### src/rtl/cpu_fetch_seq_pkg.sv
// Shared types for the fetch/decode sequencer: FSM states, instruction field
// positions and the decoded-field bundle.
package cpu_fetch_seq_pkg;

  typedef enum logic [2:0] {
    ST_IDLE,
    ST_FETCH,
    ST_READ,
    ST_ISSUE,
    ST_WAIT_WB
  } fetch_state_e;

  localparam int OPCODE_LSB = 0;
  localparam int OPT_LSB    = 4;
  localparam int RD_LSB     = 8;
  localparam int RS1_LSB    = 12;
  localparam int RS2_LSB    = 16;
  localparam int IMM_LSB    = 20;

  typedef struct packed {
    logic [11:0] imm;
    logic [3:0]  rd;
    logic [3:0]  opt;
    logic [3:0]  opcode;
  } decode_bus_t;

  function automatic decode_bus_t decode(input logic [31:0] insn);
    decode_bus_t d;
    d.opcode = insn[OPCODE_LSB +: 4];
    d.opt    = insn[OPT_LSB +: 4];
    d.rd     = insn[RD_LSB +: 4];
    d.imm    = insn[IMM_LSB +: 12];
    return d;
  endfunction

  function automatic logic [3:0] rs1_of(input logic [31:0] insn);
    return insn[RS1_LSB +: 4];
  endfunction

  function automatic logic [3:0] rs2_of(input logic [31:0] insn);
    return insn[RS2_LSB +: 4];
  endfunction

endpackage

### src/rtl/cpu_fetch_seq_if.sv
// ROM fetch, decoded-bundle issue and writeback handshakes of the sequencer.
// master = sequencer side, slave = ROM / execute side.
interface cpu_fetch_seq_if #(
  parameter int PC_W = 11,
  parameter int XLEN = 32
) ();

  logic            rom_req;
  logic [PC_W-1:0] rom_addr;
  logic            rom_valid;
  logic [31:0]     rom_data;

  logic            de_valid;
  logic            de_ready;
  logic [PC_W-1:0] de_pc;
  logic [3:0]      de_opcode;
  logic [3:0]      de_opt;
  logic [3:0]      de_rd;
  logic [11:0]     de_imm;
  logic [XLEN-1:0] de_x_rs1;
  logic [XLEN-1:0] de_x_rs2;
  logic            de_irq_pend;
  logic [3:0]      de_irq_id;

  logic            wb_valid;
  logic [PC_W-1:0] wb_next_pc;
  logic            wb_irq_take;

  modport master (
    output rom_req, rom_addr,
    input  rom_valid, rom_data,
    output de_valid, de_pc, de_opcode, de_opt, de_rd, de_imm,
    output de_x_rs1, de_x_rs2, de_irq_pend, de_irq_id,
    input  de_ready,
    input  wb_valid, wb_next_pc, wb_irq_take
  );

  modport slave (
    input  rom_req, rom_addr,
    output rom_valid, rom_data,
    input  de_valid, de_pc, de_opcode, de_opt, de_rd, de_imm,
    input  de_x_rs1, de_x_rs2, de_irq_pend, de_irq_id,
    output de_ready,
    output wb_valid, wb_next_pc, wb_irq_take
  );

endinterface

### src/rtl/cpu_fetch_seq_irq_pend.sv
// Rising-edge interrupt capture with a pending register, lowest-index-first
// priority encoder and a one-cycle registered acknowledge.
module cpu_fetch_seq_irq_pend #(
  parameter int N_IRQ = 4
) (
  input  logic             clk,
  input  logic             reset,
  input  logic [N_IRQ-1:0] irq_i,
  input  logic             clr_i,
  input  logic [3:0]       clr_id_i,
  output logic             pend_any_o,
  output logic [3:0]       pend_id_o,
  output logic [N_IRQ-1:0] irq_ack_o
);

  logic [N_IRQ-1:0] irq_prev_q;
  logic [N_IRQ-1:0] pend_q;
  logic [N_IRQ-1:0] pend_d;
  logic [N_IRQ-1:0] clr_mask;
  logic [N_IRQ-1:0] irq_ack_q;

  // Set is ORed in after the clear, so a fresh edge on a bit being acked keeps it pending.
  always_comb begin
    // NOTE: every combinational output gets a default first so no path infers a latch.
    clr_mask = '0;
    for (int i = 0; i < N_IRQ; i++) begin
      clr_mask[i] = clr_i && (clr_id_i == 4'(i));
    end
    pend_d = (pend_q & ~clr_mask) | (irq_i & ~irq_prev_q);
  end

  always_comb begin
    pend_id_o = '0;
    for (int i = N_IRQ - 1; i >= 0; i--) begin
      if (pend_q[i]) pend_id_o = 4'(i);
    end
  end

  assign pend_any_o = |pend_q;
  assign irq_ack_o  = irq_ack_q;

  always_ff @(posedge clk) begin
    // NOTE: sequential state is written with nonblocking assignments only.
    if (reset) begin
      irq_prev_q <= '0;
      pend_q     <= '0;
      irq_ack_q  <= '0;
    end else begin
      irq_prev_q <= irq_i;
      pend_q     <= pend_d;
      irq_ack_q  <= clr_mask;
    end
  end

endmodule

### src/rtl/cpu_fetch_seq.sv
// Handshaked fetch/decode sequencer: fetches from a variable-latency ROM, reads
// the register file, issues one decoded bundle and waits for the next PC.
module cpu_fetch_seq
  import cpu_fetch_seq_pkg::*;
#(
  parameter int              PC_W     = 11,
  parameter int              XLEN     = 32,
  parameter int              N_IRQ    = 4,
  parameter logic [PC_W-1:0] RESET_PC = '0
) (
  input  logic                 clk,
  input  logic                 reset,
  cpu_fetch_seq_if.master      bus,
  output logic [3:0]           rs1_idx,
  output logic [3:0]           rs2_idx,
  input  logic [XLEN-1:0]      x_rs1,
  input  logic [XLEN-1:0]      x_rs2,
  input  logic [N_IRQ-1:0]     irq,
  output logic [N_IRQ-1:0]     irq_ack,
  output logic [31:0]          instret
);

  fetch_state_e    state_q;
  logic [PC_W-1:0] pc_q;
  logic            rom_req_q;
  decode_bus_t     dec_q;
  logic [3:0]      rs1_idx_q;
  logic [3:0]      rs2_idx_q;
  logic            de_valid_q;
  decode_bus_t     de_bus_q;
  logic [PC_W-1:0] de_pc_q;
  logic [XLEN-1:0] de_x_rs1_q;
  logic [XLEN-1:0] de_x_rs2_q;
  logic            de_irq_pend_q;
  logic [3:0]      de_irq_id_q;
  logic [31:0]     instret_q;

  logic            pend_any;
  logic [3:0]      pend_id;
  logic            irq_take;

  // An interrupt is only retired if the issued bundle actually reported one.
  assign irq_take = (state_q == ST_WAIT_WB) && bus.wb_valid && bus.wb_irq_take && de_irq_pend_q;

  cpu_fetch_seq_irq_pend #(.N_IRQ(N_IRQ)) u_irq_pend (
    .clk        (clk),
    .reset      (reset),
    .irq_i      (irq),
    .clr_i      (irq_take),
    .clr_id_i   (de_irq_id_q),
    .pend_any_o (pend_any),
    .pend_id_o  (pend_id),
    .irq_ack_o  (irq_ack)
  );

  always_ff @(posedge clk) begin
    if (reset) begin
      state_q       <= ST_IDLE;
      pc_q          <= RESET_PC;
      rom_req_q     <= 1'b0;
      dec_q         <= '0;
      rs1_idx_q     <= '0;
      rs2_idx_q     <= '0;
      de_valid_q    <= 1'b0;
      de_bus_q      <= '0;
      de_pc_q       <= '0;
      de_x_rs1_q    <= '0;
      de_x_rs2_q    <= '0;
      de_irq_pend_q <= 1'b0;
      de_irq_id_q   <= '0;
      instret_q     <= '0;
    end else begin
      unique case (state_q)
        ST_IDLE: begin
          rom_req_q <= 1'b1;
          state_q   <= ST_FETCH;
        end
        ST_FETCH: begin
          if (bus.rom_valid) begin
            dec_q     <= decode(bus.rom_data);
            rs1_idx_q <= rs1_of(bus.rom_data);
            rs2_idx_q <= rs2_of(bus.rom_data);
            rom_req_q <= 1'b0;
            state_q   <= ST_READ;
          end
        end
        ST_READ: begin
          de_bus_q      <= dec_q;
          de_pc_q       <= pc_q;
          de_x_rs1_q    <= x_rs1;
          de_x_rs2_q    <= x_rs2;
          de_irq_pend_q <= pend_any;
          de_irq_id_q   <= pend_id;
          rs1_idx_q     <= '0;
          rs2_idx_q     <= '0;
          de_valid_q    <= 1'b1;
          state_q       <= ST_ISSUE;
        end
        ST_ISSUE: begin
          if (bus.de_ready) begin
            de_valid_q <= 1'b0;
            state_q    <= ST_WAIT_WB;
          end
        end
        ST_WAIT_WB: begin
          if (bus.wb_valid) begin
            pc_q      <= bus.wb_next_pc;
            instret_q <= instret_q + 32'd1;
            rom_req_q <= 1'b1;
            state_q   <= ST_FETCH;
          end
        end
        default: state_q <= ST_IDLE;
      endcase
    end
  end

  assign bus.rom_req     = rom_req_q;
  assign bus.rom_addr    = pc_q;
  assign bus.de_valid    = de_valid_q;
  assign bus.de_pc       = de_pc_q;
  assign bus.de_opcode   = de_bus_q.opcode;
  assign bus.de_opt      = de_bus_q.opt;
  assign bus.de_rd       = de_bus_q.rd;
  assign bus.de_imm      = de_bus_q.imm;
  assign bus.de_x_rs1    = de_x_rs1_q;
  assign bus.de_x_rs2    = de_x_rs2_q;
  assign bus.de_irq_pend = de_irq_pend_q;
  assign bus.de_irq_id   = de_irq_id_q;
  assign rs1_idx         = rs1_idx_q;
  assign rs2_idx         = rs2_idx_q;
  assign instret         = instret_q;

endmodule
### src/flat_wrapper.sv
// flat-port wrapper written by rule: the top's interface ports become plain ports
module cpu_fetch_seq_flat import cpu_fetch_seq_pkg::*;
#(
  parameter int              PC_W     = 11,
  parameter int              XLEN     = 32,
  parameter int              N_IRQ    = 4,
  parameter logic [PC_W-1:0] RESET_PC = '0
)
  (clk, reset, rs1_idx, rs2_idx, x_rs1, x_rs2, irq, irq_ack, instret, bus_rom_req, bus_rom_addr, bus_rom_valid, bus_rom_data, bus_de_valid, bus_de_pc, bus_de_opcode, bus_de_opt, bus_de_rd, bus_de_imm, bus_de_x_rs1, bus_de_x_rs2, bus_de_irq_pend, bus_de_irq_id, bus_de_ready, bus_wb_valid, bus_wb_next_pc, bus_wb_irq_take);
  cpu_fetch_seq_if #(.PC_W(PC_W), .XLEN(XLEN)) bus_i ();
  input  logic clk;
  input  logic reset;
  output logic [3:0] rs1_idx;
  output logic [3:0] rs2_idx;
  input  logic [XLEN-1:0] x_rs1;
  input  logic [XLEN-1:0] x_rs2;
  input  logic [N_IRQ-1:0] irq;
  output logic [N_IRQ-1:0] irq_ack;
  output logic [31:0] instret;
  output wire logic [$bits(bus_i.rom_req)-1:0] bus_rom_req;
  output wire logic [$bits(bus_i.rom_addr)-1:0] bus_rom_addr;
  input wire logic [$bits(bus_i.rom_valid)-1:0] bus_rom_valid;
  input wire logic [$bits(bus_i.rom_data)-1:0] bus_rom_data;
  output wire logic [$bits(bus_i.de_valid)-1:0] bus_de_valid;
  output wire logic [$bits(bus_i.de_pc)-1:0] bus_de_pc;
  output wire logic [$bits(bus_i.de_opcode)-1:0] bus_de_opcode;
  output wire logic [$bits(bus_i.de_opt)-1:0] bus_de_opt;
  output wire logic [$bits(bus_i.de_rd)-1:0] bus_de_rd;
  output wire logic [$bits(bus_i.de_imm)-1:0] bus_de_imm;
  output wire logic [$bits(bus_i.de_x_rs1)-1:0] bus_de_x_rs1;
  output wire logic [$bits(bus_i.de_x_rs2)-1:0] bus_de_x_rs2;
  output wire logic [$bits(bus_i.de_irq_pend)-1:0] bus_de_irq_pend;
  output wire logic [$bits(bus_i.de_irq_id)-1:0] bus_de_irq_id;
  input wire logic [$bits(bus_i.de_ready)-1:0] bus_de_ready;
  input wire logic [$bits(bus_i.wb_valid)-1:0] bus_wb_valid;
  input wire logic [$bits(bus_i.wb_next_pc)-1:0] bus_wb_next_pc;
  input wire logic [$bits(bus_i.wb_irq_take)-1:0] bus_wb_irq_take;
  assign bus_rom_req = bus_i.rom_req;
  assign bus_rom_addr = bus_i.rom_addr;
  assign bus_i.rom_valid = bus_rom_valid;
  assign bus_i.rom_data = bus_rom_data;
  assign bus_de_valid = bus_i.de_valid;
  assign bus_de_pc = bus_i.de_pc;
  assign bus_de_opcode = bus_i.de_opcode;
  assign bus_de_opt = bus_i.de_opt;
  assign bus_de_rd = bus_i.de_rd;
  assign bus_de_imm = bus_i.de_imm;
  assign bus_de_x_rs1 = bus_i.de_x_rs1;
  assign bus_de_x_rs2 = bus_i.de_x_rs2;
  assign bus_de_irq_pend = bus_i.de_irq_pend;
  assign bus_de_irq_id = bus_i.de_irq_id;
  assign bus_i.de_ready = bus_de_ready;
  assign bus_i.wb_valid = bus_wb_valid;
  assign bus_i.wb_next_pc = bus_wb_next_pc;
  assign bus_i.wb_irq_take = bus_wb_irq_take;
  cpu_fetch_seq #(.PC_W(PC_W), .XLEN(XLEN), .N_IRQ(N_IRQ), .RESET_PC(RESET_PC)) u_core (.clk(clk), .reset(reset), .bus(bus_i), .rs1_idx(rs1_idx), .rs2_idx(rs2_idx), .x_rs1(x_rs1), .x_rs2(x_rs2), .irq(irq), .irq_ack(irq_ack), .instret(instret));
endmodule
### config.mk
export PLATFORM = sky130hd
export DESIGN_NAME = cpu_fetch_seq_flat
export DESIGN_NICKNAME = d
export VERILOG_FILES = /design/src/rtl/cpu_fetch_seq_pkg.sv /design/src/rtl/cpu_fetch_seq_if.sv /design/src/rtl/cpu_fetch_seq_irq_pend.sv /design/src/rtl/cpu_fetch_seq.sv /design/src/flat_wrapper.sv
export SDC_FILE = /design/constraint.sdc
export NUM_CORES = 1
export LEC_CHECK = 0
export ABC_AREA = 0
export CORE_ASPECT_RATIO = 1.1
export CORE_UTILIZATION = 47
export DETAILED_ROUTE_END_ITERATION = 16
export GPL_TIMING_DRIVEN = 1
export PLACE_DENSITY = 0.91
export SETUP_SLACK_MARGIN = 0.05
export SYNTH_ARGS = -nofsm -noshare
export SYNTH_HDL_FRONTEND = slang
export SYNTH_SLANG_ARGS = --single-unit
### constraint.sdc
create_clock -name clk -period 3.12 [get_ports clk]
set_input_delay 0.78 -clock clk [delete_from_list [all_inputs] [get_ports clk]]
set_output_delay 0.78 -clock clk [all_outputs]
set_load 0.05 [all_outputs]
# Word-level counts from Yosys, hierarchy flattened
# Index checks and enable logic that the tools add are counted.
# op_classes
addsub	1
eq_ne	10
n_mux	17
bitwise_logic	5
n_reduce_logical	19
# op_table
cell	n
$add 32x1->32 const B	1
$mux 4	5
$pmux 4 s2	2
$pmux 3 s5	1
$mux 3	3
$and 4x4->4	2
$eq 4x2->1 const B	2
$not 4->4	2
$reduce_and 2->1	4
$logic_and 1x1->1	7
$eq 3x2->1 const B	2
$ne 2x2->1 const B	3
$reduce_and 3->1	2
$eq 4x1->1 const B	1
$logic_not 4->1	1
$or 4x4->4	1
$reduce_bool 2->1	2
$reduce_or 4->1	1
$eq 3x1->1 const B	1
$eq 3x3->1 const B	1
$logic_not 3->1	1
$mux 1	3
$pmux 1 s3	1
$reduce_bool 3->1	1
other kinds (2)	2
# word_totals
reg_bits	196
in_bits	117
out_inout_bits	161

# Logic depth before layout (Yosys ltp)
# Gate-level depths: netlist of the first run.
# logic_depth
ltp_word	8
mapped_depth	7
mapped_depth_nobuf	5

# By module
# From an unflattened synthesis of the first run, not the netlist that was laid out.
# hier_totals
hier_cells	896
hier_area_um2	7258.2
# by_module_without_submodules
mod	n_inst	cells_per_inst	area_each_um2	seq_area_each_um2
cpu_fetch_seq	1	848	6789.0	3683.5
cpu_fetch_seq_irq_pend	1	48	469.2	240.2

# Worst setup path before layout of the first run
# No wires, ideal clock.
# synth_timing
path_kind	reg2reg
from	register u_core.instret_q[10], in the netlist u_core.instret[10]
to	register u_core.instret_q[20], in the netlist u_core.instret[20]
setup_ps	70
arrival_time_ps	2261
setup_slack_ps	789
path_stages_with_launch	7
synth_period_minus_slack_ps	2331
cell_sequence	dfxtp_1 > nand4_2 > or4_1 > buf_2 > buf_6 > or4_1 > a21oi_1
# synth_via
elab_chain_cells	1
# synth_rtl
item	line_no	text
from (decl)	cpu_fetch_seq.sv:36	logic [31:0] instret_q;
from (signal assigned)	cpu_fetch_seq.sv:108	instret_q <= instret_q + 32'd1;
$add 32x1->32	cpu_fetch_seq.sv:108	
# No other way between the ends.
# A chain may end at the register's enable or synchronous reset.

# Worst setup path after layout of the first run
# layout_timing
from	register u_core.instret_q[2], in the netlist u_core.instret[2]
to	output instret[2]
# layout_rtl
item	line_no	text
to (decl)	flat_wrapper.sv:19	output logic [31:0] instret;
# No word-level cell between the ends.

==> results.md, run 1 <==
- Outcome: completed
- Slowest Stage Delay on Critical Path: 0.87 ns
- Internal power: 3.992 mW
- Synthesized flop and latch total: 194
- Crit path buffers/inverters: 1
- Clock share of power: 39.5%
- Worst-Skew Late Latency: 0.42 ns
- Final Power: 5.285 mW
- Data required time of the critical path: 2.34 ns
- Max Buffers Root-to-Sink: 2
- Filler Cell Count: 1085
- Setup skew after layout: 0.007041 ns
- DRC errors left: 0
- Layout cells sized above 1: 4.035%
- Total gr overflow: 0
- Final-stage net count: 1246
- Clock root buffer: clkbuf_16
- CP top delay family: buffers and inverters
- WS Path Type: reg2out
- Syn. warnings: 0
- CTS Hold Bufs: 0
- Tmin final: 2.608 ns
- Worst Setup End Kind: output pin
- Met3 track demand over resource: 5.773%
- Sequential Power Share: 48.9%
- Vias in the first global route: 6711
- Power Density: 500.7 nW/um^2
- Pleak: 3.542 nW
- Area occupied by multi-input gates: 2989 sq um
- Max rail drop VDD: 0.2974 mV
- Postcts setup bufs: 0
- Clock edge transition at the registers on the reported setup and hold paths: 0.06 ns
- Hold Violations, Final: 0
- Mean Syn Cell Area: 8.021 sq um
- Post-place setup slack: 0.3536 ns
- Io pins: 278
- Min-Delay Path Class: reg2reg
- Maxcap violations: 0
- Num rows: 46
- Worst-Margin Slew: 0.7010 ns
- HPWL Detailed: 14080 um
- Final ANT Viol Nets: 0
- WL/cell: 15.78 um
- Commonest non-fill, non-tap cells in the layout: nand2_1, clkdlybuf4s50_1, dfxtp_1, a21oi_1, nand3_1
- Arrival time worst endpoint: 1.83 ns
- Placer congestion estimate: 0.7932
- CTS buffer count: 17
- Critical Path Start Type: flip-flop
- RSZ-0062 raised after global routing: no
- Core footprint: 14620 sq um
- Post-synthesis sequential area ratio: 54.34%
- Tcrit/Tclk final: 83.60%
- Synth Instances: 891
- Final wirelength: 21020 um
- Initial Util: 48.89%
- Finish-stage setup viols: 0
- Largest net degree at the start of global routing: 77
- GRT busiest layer: met2
- Synth unique cells: 37
- CTS tree: yes
- F_max: 383.4 MHz
- Via density: 5.301
- Gate power share: 11.6%
- Placed Cells: 1301
- Critical Path Fanout Max: 9
- # diodes: 0
- Die height: 131.3 um
- First-pass GRT wire length: 33320 um
- Antenna violations before repair: 0
- Fin util: 72.20%
- PortBufs: 275
- Resized cells post-CTS: 0
- Vias: 7061
- DRT Pass-1 Iters: 5
- GRT Total Usage: 26.69%
- Non-Filler Instances: 1332
- Sw Ratio: 24.46%
- Setup_tns: 0 ns
- CP Cell Sequence: clkdlybuf4s50_1
- Most common cell after layout, fill and taps aside: nand2_1
- Grt met1 use: 30.22%
- Total clock sinks: 194
- Initial DRC count: 505
- Slew HR: 53.26%
- Storage cell area: 3884 sq um
- Slew Viols, Final: 0
- Cell Area, Synth: 7147 sq um
- Final setup margin: 0.5117 ns
- Die area: 15700 sq um
- H-tree depth: 4
- Layout area overhead: 47.69%
- Slowest stage cell on the critical path: clkdlybuf4s50_1
- Die Wd: 119.6 um
- Met2 global-route usage: 47.30%
- Switching power: 1.293 mW
## tightest hold or removal path: cells and delay by family, from the launching register on
family / cells / cell delay, ns
AND/OR/NAND/NOR: 1 / 0.05
AO/OA/AOI/OAI: 1 / 0.05
flip-flops: 1 / 0.31
## synth_stat cells
| master | n | share of area (%) |
|---|---|---|
| a311oi_1 | 1 | 0.12 |
| nand4_2 | 1 | 0.18 |
| and4_1 | 6 | 0.74 |
| buf_6 | 1 | 0.16 |
| nand4_1 | 11 | 0.96 |
| o22ai_1 | 1 | 0.088 |
| nor2b_1 | 9 | 0.79 |
| xor2_1 | 5 | 0.61 |
| nand3_1 | 19 | 1.3 |
| and3b_1 | 1 | 0.12 |
| nand2_1 | 294 | 15 |
| clkbuf_1 | 63 | 3.3 |
| nor3_1 | 8 | 0.56 |
| a22oi_1 | 1 | 0.11 |
| mux2_2 | 3 | 0.47 |
| a31oi_1 | 1 | 0.088 |
| and3_1 | 3 | 0.26 |
| conb_1 | 1 | 0.052 |
| or4_1 | 14 | 1.5 |
| nor2_1 | 17 | 0.89 |
| buf_4 | 2 | 0.21 |
| and4bb_2 | 1 | 0.18 |
| nand3b_1 | 2 | 0.21 |
| o31ai_1 | 14 | 1.5 |
| dfxtp_1 | 194 | 54 |
| nor4_1 | 2 | 0.18 |
| a221oi_1 | 1 | 0.12 |
| and2_1 | 2 | 0.18 |
| xnor2_1 | 2 | 0.25 |
| buf_2 | 1 | 0.070 |
| a21oi_1 | 173 | 12 |
| ha_1 | 1 | 0.18 |
| inv_1 | 6 | 0.32 |
| o21ai_0 | 12 | 0.84 |
| a211o_1 | 1 | 0.12 |
| nand2b_1 | 7 | 0.61 |
| or3_1 | 10 | 0.88 |
## per-stage QoR
step                      hold WS (ns)  cell area (sq um)
final                           0.4517              10560
after detailed placement        0.4440               9995
after CTS                       0.4536              10560
after floorplan                 0.4322               7151
after global placement          0.4362               9995
after global routing            0.4654              10560
## worst paths after layout
| check | startpoint | end | slack [ns] | cells past startpoint |
|---|---|---|---|---|
| setup / recovery | u_core.instret[2] | instret[2] | 0.51 | 1 |
| setup reg to reg | u_core.instret[10] | u_core.instret[24] | 0.76 | 4 |
| hold reg to reg | u_core.dec_q[0] | u_core.bus.de_opcode[0] | 0.45 | 2 |
| hold / removal | u_core.dec_q[0] | u_core.bus.de_opcode[0] | 0.45 | 2 |
## area by class of cell
cell class                      count  area share (%)
Sequential cell                   194           36.79
Clock inverter                     11           1.079
Tap cell                          192           2.276
Timing Repair Buffer              284           27.09
Clock buffer                       20           4.232
Multi-Input combinational cell    625           28.32
Inverter                            6          0.2134
## kinds of logic after synthesis
kind of cell / after synthesis / synth area share, %
AND/OR/NAND/NOR: 407 / 24.96
multiplexers: 3 / 0.4727
flip-flops: 194 / 54.34
adder cells (fa/ha/maj): 1 / 0.1750
AO/OA/AOI/OAI: 205 / 15.07
buffers and inverters: 73 / 4.062
other: 1 / 0.05247
XOR/XNOR: 7 / 0.8579
## state kept, by name (all words and copies together), names as in the netlist
name / count
u_core.bus.de_imm: 12
u_core.bus.rom_addr: 11
u_core.bus.rom_req: 1
u_core.bus.de_opcode: 4
u_core.bus.de_opt: 4
u_core.bus.de_pc: 11
u_core.u_irq_pend.irq_ack_o: 4
u_core.bus.de_rd: 4
u_core.instret: 32
u_core.u_irq_pend.pend_q: 4
u_core.bus.de_irq_pend: 1
u_core.state_q: 3
u_core.rs1_idx: 4
u_core.dec_q: 24
u_core.rs2_idx: 4
u_core.bus.de_x_rs2: 32
u_core.bus.de_valid: 1
u_core.bus.de_irq_id: 2
u_core.bus.de_x_rs1: 32
u_core.u_irq_pend.irq_prev_q: 4
## layer usage
| layer | vias up | part of all wire (%) | routed length (um) |
|---|---|---|---|
| met3 | 45 | 5.5 | 1146 |
| met5 | - | 0 | 0 |
| met2 | 251 | 53 | 11070 |
| met4 | 0 | 3.2 | 676 |
| li1 | 3451 | - | - |
| met1 | 3314 | 39 | 8125 |
## power by group through the flow
stage | Combinational, mW | Clock, mW | Sequential (mW)
floorplan | 0.185 | 0 | 2.78
global placement | 0.604 | 0 | 2.63
detailed placement | 0.612 | 0 | 2.64
CTS | 0.617 | 2.12 | 2.58
global route | 0.655 | 2.22 | 2.59
finish | 0.615 | 2.09 | 2.58
No activity file was read; power rests on OpenSTA's default activity.
==> inputs of run 2 (changes only) <==
- CORE_UTILIZATION: 47 -> 39
- PLACE_DENSITY: 0.91 -> 0.82
- clock period: 3.12 -> 2.2 ns (I/O delays scaled with it)
==> run 2 against run 1 <==
Design area grew 3.8%. Combinational power up 44%. Power up 47%. Critical path type unchanged. Largest power group unchanged.
==> results.md, run 2 (synthesis results as in run 1) <==
- Outcome: completed
- CTS tree: yes
- Die Wd: 131.1 um (+9.6%)
- Critical path depth: 1 (unchanged)
- Initial DRC count: 439 (-13%)
- Die height: 144.0 um (+9.6%)
- RSZ-0062 raised after global routing: no
- Data required time of the critical path: 1.65 ns (-0.69 ns)
- Clock edge transition at the registers on the reported setup and hold paths: 0.07 ns (about the same)
- Max rail drop VDD: 0.5294 mV (+78%)
- Hold Violations, Final: 0 (unchanged)
- Post-place setup slack: -0.2290 ns (-0.5825 ns)
- Critical Path Fanout Max: 2 (-7)
- Worst-Skew Late Latency: 0.42 ns (about the same)
- Core footprint: 17800 sq um (+22%)
- Final hold slack: 0.4501 ns (-0.001635 ns)
- Slowest Stage Delay on Critical Path: 0.82 ns (-0.05 ns)
- # diodes: 0 (unchanged)
- H-tree depth: 4 (unchanged)
- CP top delay family: buffers and inverters
- Layout area overhead: 53.36%
- Crit path buffers/inverters: 1 (unchanged)
- Final ANT Viol Nets: 0 (unchanged)
- CTS buffer count: 17 (unchanged)
- Max Buffers Root-to-Sink: 2 (unchanged)
- WL/cell: 14.81 um (-6.1%)
- Finish-stage setup viols: 0 (unchanged)
- PortBufs: 275 (unchanged)
- Total clock sinks: 194 (unchanged)
- Slowest stage cell on the critical path: clkdlybuf4s50_1
- Worst-Margin Slew: 0.5486 ns (-0.1524 ns)
- Critical Path Start Type: flip-flop
- Most common cell after layout, fill and taps aside: nand2_1
- HPWL Detailed: 14000 um (-0.55%)
- Via density: 4.979 (-6.1%)
- Reg2reg start: u_core.instret[10]
- Worst Setup SP: u_core.bus.de_x_rs1[25]
- Die area: 18870 sq um (+20%)
- Tmin final: 2.134 ns
- GRT Total Usage: 21.04% (-5.7 points)
- Final-stage net count: 1265 (+1.5%)
- Clock root buffer: clkbuf_16
- Pleak: 5.314 nW (+50%)
- Reg2reg end: u_core.instret[19]
- Final setup margin: 0.06598 ns (-0.4457 ns)
- R2R setup slack: 0.17 ns (-0.59 ns)
- Slew Viols, Final: 0 (unchanged)
- WS Path Type: reg2out
- Largest net degree at the start of global routing: 65 (-16%)
- Final wirelength: 20710 um (-1.5%)
- Vias in the first global route: 6244 (-7.0%)
- Placer congestion estimate: 0.7612 (-4.0%)
- Antenna violations before repair: 0 (unchanged)
- CP endpoint: bus_de_x_rs1[25]
- Slew HR: 63.36% (+10 points)
- Io pins: 278 (unchanged)
- Tcrit/Tclk final: 97.00%
- Vias: 6960 (-1.4%)
- DRC errors left: 0 (unchanged)
- Maxcap violations: 0 (unchanged)
- Total gr overflow: 0 (unchanged)
- R2R cell count: 5 (+1)
- Commonest non-fill, non-tap cells in the layout: nand2_1, dfxtp_1, a21oi_1, clkdlybuf4s50_1, dlymetal6s2s_1
- Arrival time worst endpoint: 1.58 ns (-0.25 ns)
- Setup skew after layout: 0.01051 ns (+0.003473 ns)
- Num rows: 51 (+11%)
- First-pass GRT wire length: 31020 um (-6.9%)
- Layout cells sized above 1: 7.414% (+3.4 points)
- DRT Pass-1 Iters: 4 (-1)
- Min-Delay Path Class: reg2reg
- CP Cell Sequence: clkdlybuf4s50_1
- Power Density: 710.0 nW/um^2 (+42%)
- Initial Util: 40.14% (-8.7 points)
- Postcts setup bufs: 0 (unchanged)
- Worst Setup End Kind: output pin
- F_max: 468.6 MHz
[run 2: what timing repair did]
action / CTS / global route
resized for setup: 68 / 73
cloned: 0 / 0
hold buffers: 0 / 0
endpoints found under the setup margin: 68 / 74
[run 2: report_power, final]
group          switching, mW  total (mW)  internal (mW)
combinational          0.511       0.884          0.373
sequential            0.0470        3.65           3.61
clock                   1.35        3.25           1.90
[run 2: worst min-delay path by stage]
stage / startpoint / endpoint / slack, ns / depth (start not counted)
after floorplan: u_core.dec_q[12] / u_core.bus.de_imm[0] / 0.43 / 2
after global placement: u_core.dec_q[8] / u_core.bus.de_rd[0] / 0.44 / 2
after global routing: u_core.dec_q[22] / u_core.bus.de_imm[10] / 0.47 / 2
after detailed placement: u_core.dec_q[0] / u_core.bus.de_opcode[0] / 0.44 / 2
final: u_core.bus.de_opt[0] / u_core.bus.de_opt[0] / 0.45 / 2
after CTS: u_core.dec_q[0] / u_core.bus.de_opcode[0] / 0.45 / 2
[run 2: cell type report]
type / count / area, sq um
clock buffers: 22 / 474.2
repair buffers: 303 / 3128
flip-flops and latches: 194 / 3897
fillers: 1534 / 6843
well taps: 238 / 297.8
multi-input cells: 625 / 2993
inverters: 6 / 22.52
clock inverters: 10 / 147.6
[run 2: routing by layer]
metal | up-vias | routed length, um | GRT usage, % | share of wire, %
met3 | 21 | 1207 | 5.475 | 5.8
li1 | 3493 | - | - | -
met1 | 3273 | 8519 | 24.90 | 41
met5 | - | 0 | 0 | 0
met4 | 0 | 333 | 7.078 | 1.6
met2 | 173 | 10650 | 36.62 | 51
[run 2: worst reg2reg max path: stages, from the launching register on]
cell	delay (ns)
dfxtp_2	0.39
nand4_2	0.14
or4_1	0.57
buf_6	0.19
or4_1	0.53
a21oi_2	0.15
[run 2: through the flow]
step / total power, mW / std cells / TNS [ns] / cell area [sq um] / utilization (%)
5_1_grt: 8.062 / 1398 / 0 / 10960 / 61.56
3_5_place_dp: 4.633 / 1366 / -2.814 / 10240 / 57.51
2_1_floorplan: 4.200 / 892 / 0 / 7164 / -
6_report: 7.782 / 1398 / 0 / 10960 / 61.56
4_1_cts: 7.871 / 1398 / 0 / 10780 / 60.52
3_3_place_gp: 4.622 / 1366 / -1.152 / 10240 / 57.51
